<file path="src/rtl/mem_port_arbiter.sv">
// Arbitrates the single-port RAM between instruction fetch and data access,
// and steers each next-cycle RAM response back to the requester that owns it.
module mem_port_arbiter #(
  parameter int ADDR_WIDTH = 16,
  parameter int DATA_WIDTH = 64,
  parameter int INST_WIDTH = 32,
  parameter int STARVE_MAX = 3
) (
  input  logic                  clk_i,
  input  logic                  rst_i,
  input  logic                  if_req_i,
  input  logic [ADDR_WIDTH-1:0] if_addr_i,
  input  logic                  if_kill_i,
  output logic                  if_gnt_o,
  output logic                  if_stall_o,
  output logic                  if_rvalid_o,
  output logic [INST_WIDTH-1:0] if_rdata_o,
  output logic                  if_err_o,
  input  logic                  d_req_i,
  input  logic                  d_we_i,
  input  logic [ADDR_WIDTH-1:0] d_addr_i,
  input  logic [DATA_WIDTH-1:0] d_wdata_i,
  input  logic [2:0]            d_wid_i,
  output logic                  d_gnt_o,
  output logic                  d_rvalid_o,
  output logic [DATA_WIDTH-1:0] d_rdata_o,
  output logic                  d_err_o,
  output logic                  ram_en_o,
  output logic                  ram_we_o,
  output logic [ADDR_WIDTH-1:0] ram_addr_o,
  output logic [DATA_WIDTH-1:0] ram_wdata_o,
  output logic [2:0]            ram_wid_o,
  input  logic [DATA_WIDTH-1:0] ram_rdata_i,
  input  logic                  ram_illegal_i,
  input  logic                  ram_unalign_i
);

  localparam int CNT_W = ($clog2(STARVE_MAX + 1) > 2) ? $clog2(STARVE_MAX + 1) : 2;
  localparam logic [CNT_W-1:0] STARVE_LIM = CNT_W'(STARVE_MAX);
  // Fetches are always an unsigned 32-bit word access on the RAM width bus.
  localparam logic [2:0] WID_FETCH = 3'b010;

  typedef enum logic [1:0] {
    IDLE,
    RESP_IF,
    RESP_D_LD,
    RESP_D_ST
  } resp_state_t;

  resp_state_t      state_reg;
  resp_state_t      state_next;
  resp_state_t      resp_state;
  logic [CNT_W-1:0] starve_cnt_reg;
  logic [CNT_W-1:0] starve_cnt_next;
  logic             if_win;
  logic             if_gnt;
  logic             d_gnt;

  // Data has priority unless fetch has been starved STARVE_MAX cycles in a row.
  always_comb begin
    if_win = if_req_i & (~d_req_i | (starve_cnt_reg == STARVE_LIM));
    if_gnt = rst_i & if_win;
    d_gnt  = rst_i & d_req_i & ~if_win;
  end

  assign if_gnt_o   = if_gnt;
  assign d_gnt_o    = d_gnt;
  assign if_stall_o = rst_i & if_req_i & ~if_gnt;

  always_comb begin
    ram_en_o    = 1'b0;
    ram_we_o    = 1'b0;
    ram_addr_o  = '0;
    ram_wdata_o = '0;
    ram_wid_o   = '0;
    if (if_gnt) begin
      ram_en_o   = 1'b1;
      ram_addr_o = if_addr_i;
      ram_wid_o  = WID_FETCH;
    end else if (d_gnt) begin
      ram_en_o    = 1'b1;
      ram_we_o    = d_we_i;
      ram_addr_o  = d_addr_i;
      ram_wdata_o = d_wdata_i;
      ram_wid_o   = d_wid_i;
    end
  end

  always_ff @(posedge clk_i) begin
    if (!rst_i) begin
      state_reg      <= IDLE;
      starve_cnt_reg <= '0;
    end else begin
      state_reg      <= state_next;
      starve_cnt_reg <= starve_cnt_next;
    end
  end

  // While reset is held the response side behaves as IDLE, so an in-flight
  // access never returns.
  assign resp_state = rst_i ? state_reg : IDLE;

  always_comb begin
    state_next      = IDLE;
    starve_cnt_next = starve_cnt_reg;
    if_rvalid_o     = 1'b0;
    if_rdata_o      = '0;
    if_err_o        = 1'b0;
    d_rvalid_o      = 1'b0;
    d_rdata_o       = '0;
    d_err_o         = 1'b0;

    if (if_gnt) begin
      state_next = RESP_IF;
    end else if (d_gnt) begin
      state_next = d_we_i ? RESP_D_ST : RESP_D_LD;
    end

    if (if_gnt || !if_req_i) begin
      starve_cnt_next = '0;
    end else if (starve_cnt_reg != STARVE_LIM) begin
      starve_cnt_next = starve_cnt_reg + 1'b1;
    end

    case (resp_state)
      RESP_IF: begin
        if_rvalid_o = ~if_kill_i;
        if_rdata_o  = if_kill_i ? '0 : ram_rdata_i[INST_WIDTH-1:0];
        if_err_o    = ram_illegal_i & ~if_kill_i;
      end
      RESP_D_LD: begin
        d_rvalid_o = 1'b1;
        d_rdata_o  = ram_rdata_i;
        d_err_o    = ram_unalign_i;
      end
      RESP_D_ST: begin
        d_err_o = ram_unalign_i;
      end
      default: begin
      end
    endcase
  end

endmodule

</file>
<file path="config.mk">
export PLATFORM = sky130hd
export DESIGN_NAME = mem_port_arbiter
export DESIGN_NICKNAME = d
export VERILOG_FILES = /design/src/rtl/mem_port_arbiter.sv
export SDC_FILE = /design/constraint.sdc
export NUM_CORES = 1
export LEC_CHECK = 0
export ABC_AREA = 1
export CORE_AREA = 2 2 139 141
export DETAILED_ROUTE_END_ITERATION = 7
export DIE_AREA = 0 0 141 143
export PLACE_DENSITY = 0.55
export SYNTH_ARGS = -nofsm -noshare
export SYNTH_HDL_FRONTEND = slang
export SYNTH_SLANG_ARGS = --single-unit
</file>
<file path="constraint.sdc">
create_clock -name clk_i -period 3.3 [get_ports clk_i]
set_clock_uncertainty 0.1 [all_clocks]
set_input_delay 0.66 -clock clk_i [delete_from_list [all_inputs] [get_ports clk_i]]
set_output_delay 0.66 -clock clk_i [all_outputs]
set_load 0.01 [all_outputs]
</file>
# Word-level counts from Yosys, hierarchy flattened
# Cells that the tools add are included.
# word_totals
regBits	4
output_inout_bits	188
# classes
n_eq_ne	5
add_sub_neg	1
muxes	21
n_reduce_logical	5
bitwise_logic	14
# ops
cell	n
2-to-1 mux 64 bit	3
2-to-1 mux 32 bit	2
2-to-1 mux 16 bit	2
2-to-1 mux 1 bit	11
bitwise AND 1 bit	7
== test 2 bit (second input constant)	3
2-to-1 mux 3 bit	2
inverter 1 bit	6
OR reduction 2 bit	2
OR reduction 3 bit	1
adder 2 x 1 -> 2 bit (second input constant)	1
== test 2 x 1 -> 1 bit (second input constant)	1
2-to-1 mux 2 bit	1
!= test 2 bit (second input constant)	1
logical NOT 1 bit	1
logical OR 1 bit	1
OR 1 bit	1

# Logic depth before layout (Yosys ltp)
# depth
word_depth	7
mapped_depth	6

# Worst setup path before layout
# Ideal clock, no wire load.
# synth_timing
path_kind	input-to-output
from	input rst_i
to	output d_rdata_o[10]
setup_slack_ns	1.214
t_arrival_ns	1.326
path_buffers	1
required_time_ns	2.540
cell_stages	5
cell_sequence	nand2_1 > nor2_2 > inv_2 > buf_2 > nor2_1
# synth_via
elab_chain_cells	3
# synth_lines
element	line_no	source
start: declaration	10	input logic rst_i,
2-to-1 mux 2 bit	101	assign resp_state = rst_i ? state_reg : IDLE;
== test 2 bit	125	case (resp_state)
2-to-1 mux 64 bit	125	
end: declaration	26	output logic [DATA_WIDTH-1:0] d_rdata_o,
# No other way between the ends.

# Final worst setup path
# layout_timing
from	input rst_i
to	output d_rdata_o[30]
# The elaborated chain is that of the path after synthesis.

==> metrics.md <==
| Metric | Value |
|---|---|
| Outcome | finished, final reports clean |
| Worst hold slack | 0.319 ns |
| Max clock buf depth | 2 |
| Synth Area in XOR/XNOR | 0 |
| Final core area utilization | 0.319 |
| Final Cycle Share | 0.976 |
| CP peak stage delay | 0.56 ns |
| Setup bufs post-CTS | 0 |
| Die area | 0.0202 mm2 |
| Fillcell total | 2071 |
| First-pass GRT wire length | 18500 um |
| Die Width | 141 um |
| Post-synthesis compound-gate area fraction | 0 |
| RSZ-0062 raised after global routing | no |
| Final non-filler cell area | 0.00593 mm2 |
| Yosys warns | 0 |
| Levels on crit path | 8 |
| Drt via density | 3.59 |
| Simple-gate share of the synthesized area | 0.590 |
| GP Congestion | 0.745 |
| CP cell instances | clkdlybuf4s50_1, buf_4, nand2_1, nor2_2, inv_2, buf_12, nor2_1, clkdlybuf4s50_1 |
| Antenna violations before repair | 4 |
| Total GRT Usage | 0.114 |
| Synthesized cell area | 0.00186 mm2 |
| Syn nets | 611 |
| WS Path Type | input pin to output port |
| Htree depth | 1 |
| Crit path max fanout | 64 |
| Clk root buf | clkbuf_16 |
| FMAX | 0.310 GHz |
| Drt pass-1 iters | 4 |
| Netlist cell types | 14 |
| Hold Path Depth | 1 |
| CP Data Required Time | 2.54 ns |
| Power per Cell Area | 135 mW/mm2 |
| Max-Cap Viols | 0 |
| WP data arrival | 2.46 ns |
| DR WL/cell | 12.1 um |
| GRT overflow | 0 |
| #FFs+latches synth | 4 |
| Nets | 969 |
| Reg2Reg Depth | 5 |
| DR iter-0 viols | 66 |
| Adder-Cell Fraction of Synth Area | 0.00672 |
| CTS sink cnt | 4 |
| Mux cell area share after synthesis | 0 |
| Largest family of logic cells by synthesized area | simple AND/OR/NAND/NOR gates |
| CP bufs+invs | 5 |
| Initial Util | 0.100 |
| Max VDD drop | 125 uV |
| Crit path max-delay family | buffers and inverters |
| Post-DP Area | 0.00579 mm2 |
| Routed wire length | 12500 um |
| DRC | 0 |
| Commonest cells after routing, fill and taps aside | clkdlybuf4s50_1, nor2_1, inv_1 |
| Slew Limit Fails | 0 |
| Cells after Synth | 439 |
| CTS buffer count | 3 |
| Slew @ Worst Pin | 0.289 ns |
| Post-DP HPWL | 10800 um |
| Routed Antenna Nets | 0 |
| Final Hold Vio Count | 0 |
| Min-delay worst type | flip-flop to flip-flop |
| Area grow syn2layout | 218% |
| Most used cell, CP | clkdlybuf4s50_1 |
| Minimum clock period | 3.22 ns |
| Largest net degree at the start of global routing | 65 |
| Die H | 143 um |
| # rows | 50 |
| Ports | 359 |
| Type of origin of the critical path | input pin |
| Crit. End Element | output port |
| Syn Area/Cell | 4.24 um2 |
| Final Setup Violations | 0 |
| Seq/Total Area, Yosys | 0.0430 |
| Worst rel slew slack | 0.807 |
| CTS clk-pin slew, worst paths | 0.03 ns |
| Vias in the first global route | 3663 |
| Core area | 0.0186 mm2 |
| Leakage Power | 3.20 nW |
| Clock Latency Late Sink | 0.22 ns |
| CP max-delay cell | clkdlybuf4s50_1 |
| Share of layout cells above drive strength 1 | 0.0566 |
| I/O Buffers | 358 |
| Via count | 3697 |
| Most common cell after layout, fill and taps aside | clkdlybuf4s50_1 |
| CTS tree | done |
==> path summary, 6_finish.rpt <==
check / from / endpoint / slack, ns
worst max-delay path: rst_i / d_rdata_o[30] / 0.08
worst min-delay path: starve_cnt_reg[0] / starve_cnt_reg[0] / 0.32
worst max register to register: starve_cnt_reg[0] / state_reg[0] / 1.97
worst min register to register: starve_cnt_reg[0] / starve_cnt_reg[0] / 0.32
==> per-layer routing <==
layer  vias up  routed length (um)  global-route usage
met2       223                6270               0.216
met1      1552                4440               0.114
li1       1908                   -                   -
met5         -                  13                   0
met4         2                 118              0.0189
met3        12                1620              0.0547
==> cell usage after synthesis <==
library cell	instances	area (um2)
buf_6	3	33.8
inv_2	1	3.75
nor2_2	19	119
clkinv_1	1	3.75
nor2_1	152	571
inv_1	141	529
ha_1	1	12.5
nand3_1	35	175
clkinv_2	1	5.00
dfxtp_1	4	80.1
clkbuf_1	3	11.3
nand2_2	2	12.5
buf_2	17	85.1
nand2_1	59	221
==> cell families after synthesis <==
| logic type | after synthesis |
|---|---|
| fa+ha+maj | 1 |
| flops | 4 |
| buf+inv | 167 |
| simple gates | 267 |
==> report_power, final <==
part	switching [mW]	leakage, nW	total, mW	internal, mW
registers	0.00108	0.0329	0.0520	0.0509
clock network	0.0333	0.0370	0.188	0.155
logic	0.210	3.13	0.560	0.350
total	0.244	3.20	0.800	0.556
==> through the flow <==
stage / setup slack (ns) / total power, mW / TNS, ns / cells
after global routing: 0.000457 / 0.855 / 0 / 1030
after global placement: -0.0220 / 0.619 / -0.0510 / 1026
final: 0.0791 / 0.800 / 0 / 1031
after detailed placement: -0.0403 / 0.620 / -0.0929 / 1026
after floorplan: 1.21 / 0.221 / 0 / 439
after CTS: 0.0465 / 0.814 / 0 / 1029
==> worst register-to-register path, stage by stage (launching register included) <==
cell     delay [ns]
dfxtp_1        0.30
ha_1           0.26
nand2_2        0.12
buf_4          0.25
nand3_1        0.15
nand2_1        0.09
==> final cells by class <==
class	count	area, um2	area share
Multi-Input combinational cell	268	1120	0.188
Timing Repair Buffer	376	3820	0.644
Sequential cell	4	80.1	0.0135
Inverter	144	543	0.0916
Clock buffer	3	75.1	0.0127
Antenna cell	2	5.00	0.000844
Tap cell	234	293	0.0494
==> timing repair <==
item	4_1_cts	5_1_grt
hold endpoints to repair	0	0
pin swaps	0	0
hold buffers	0	0
resized for setup	2	19
setup endpoints to repair	5	19
Power figures use the tool's default switching activity.
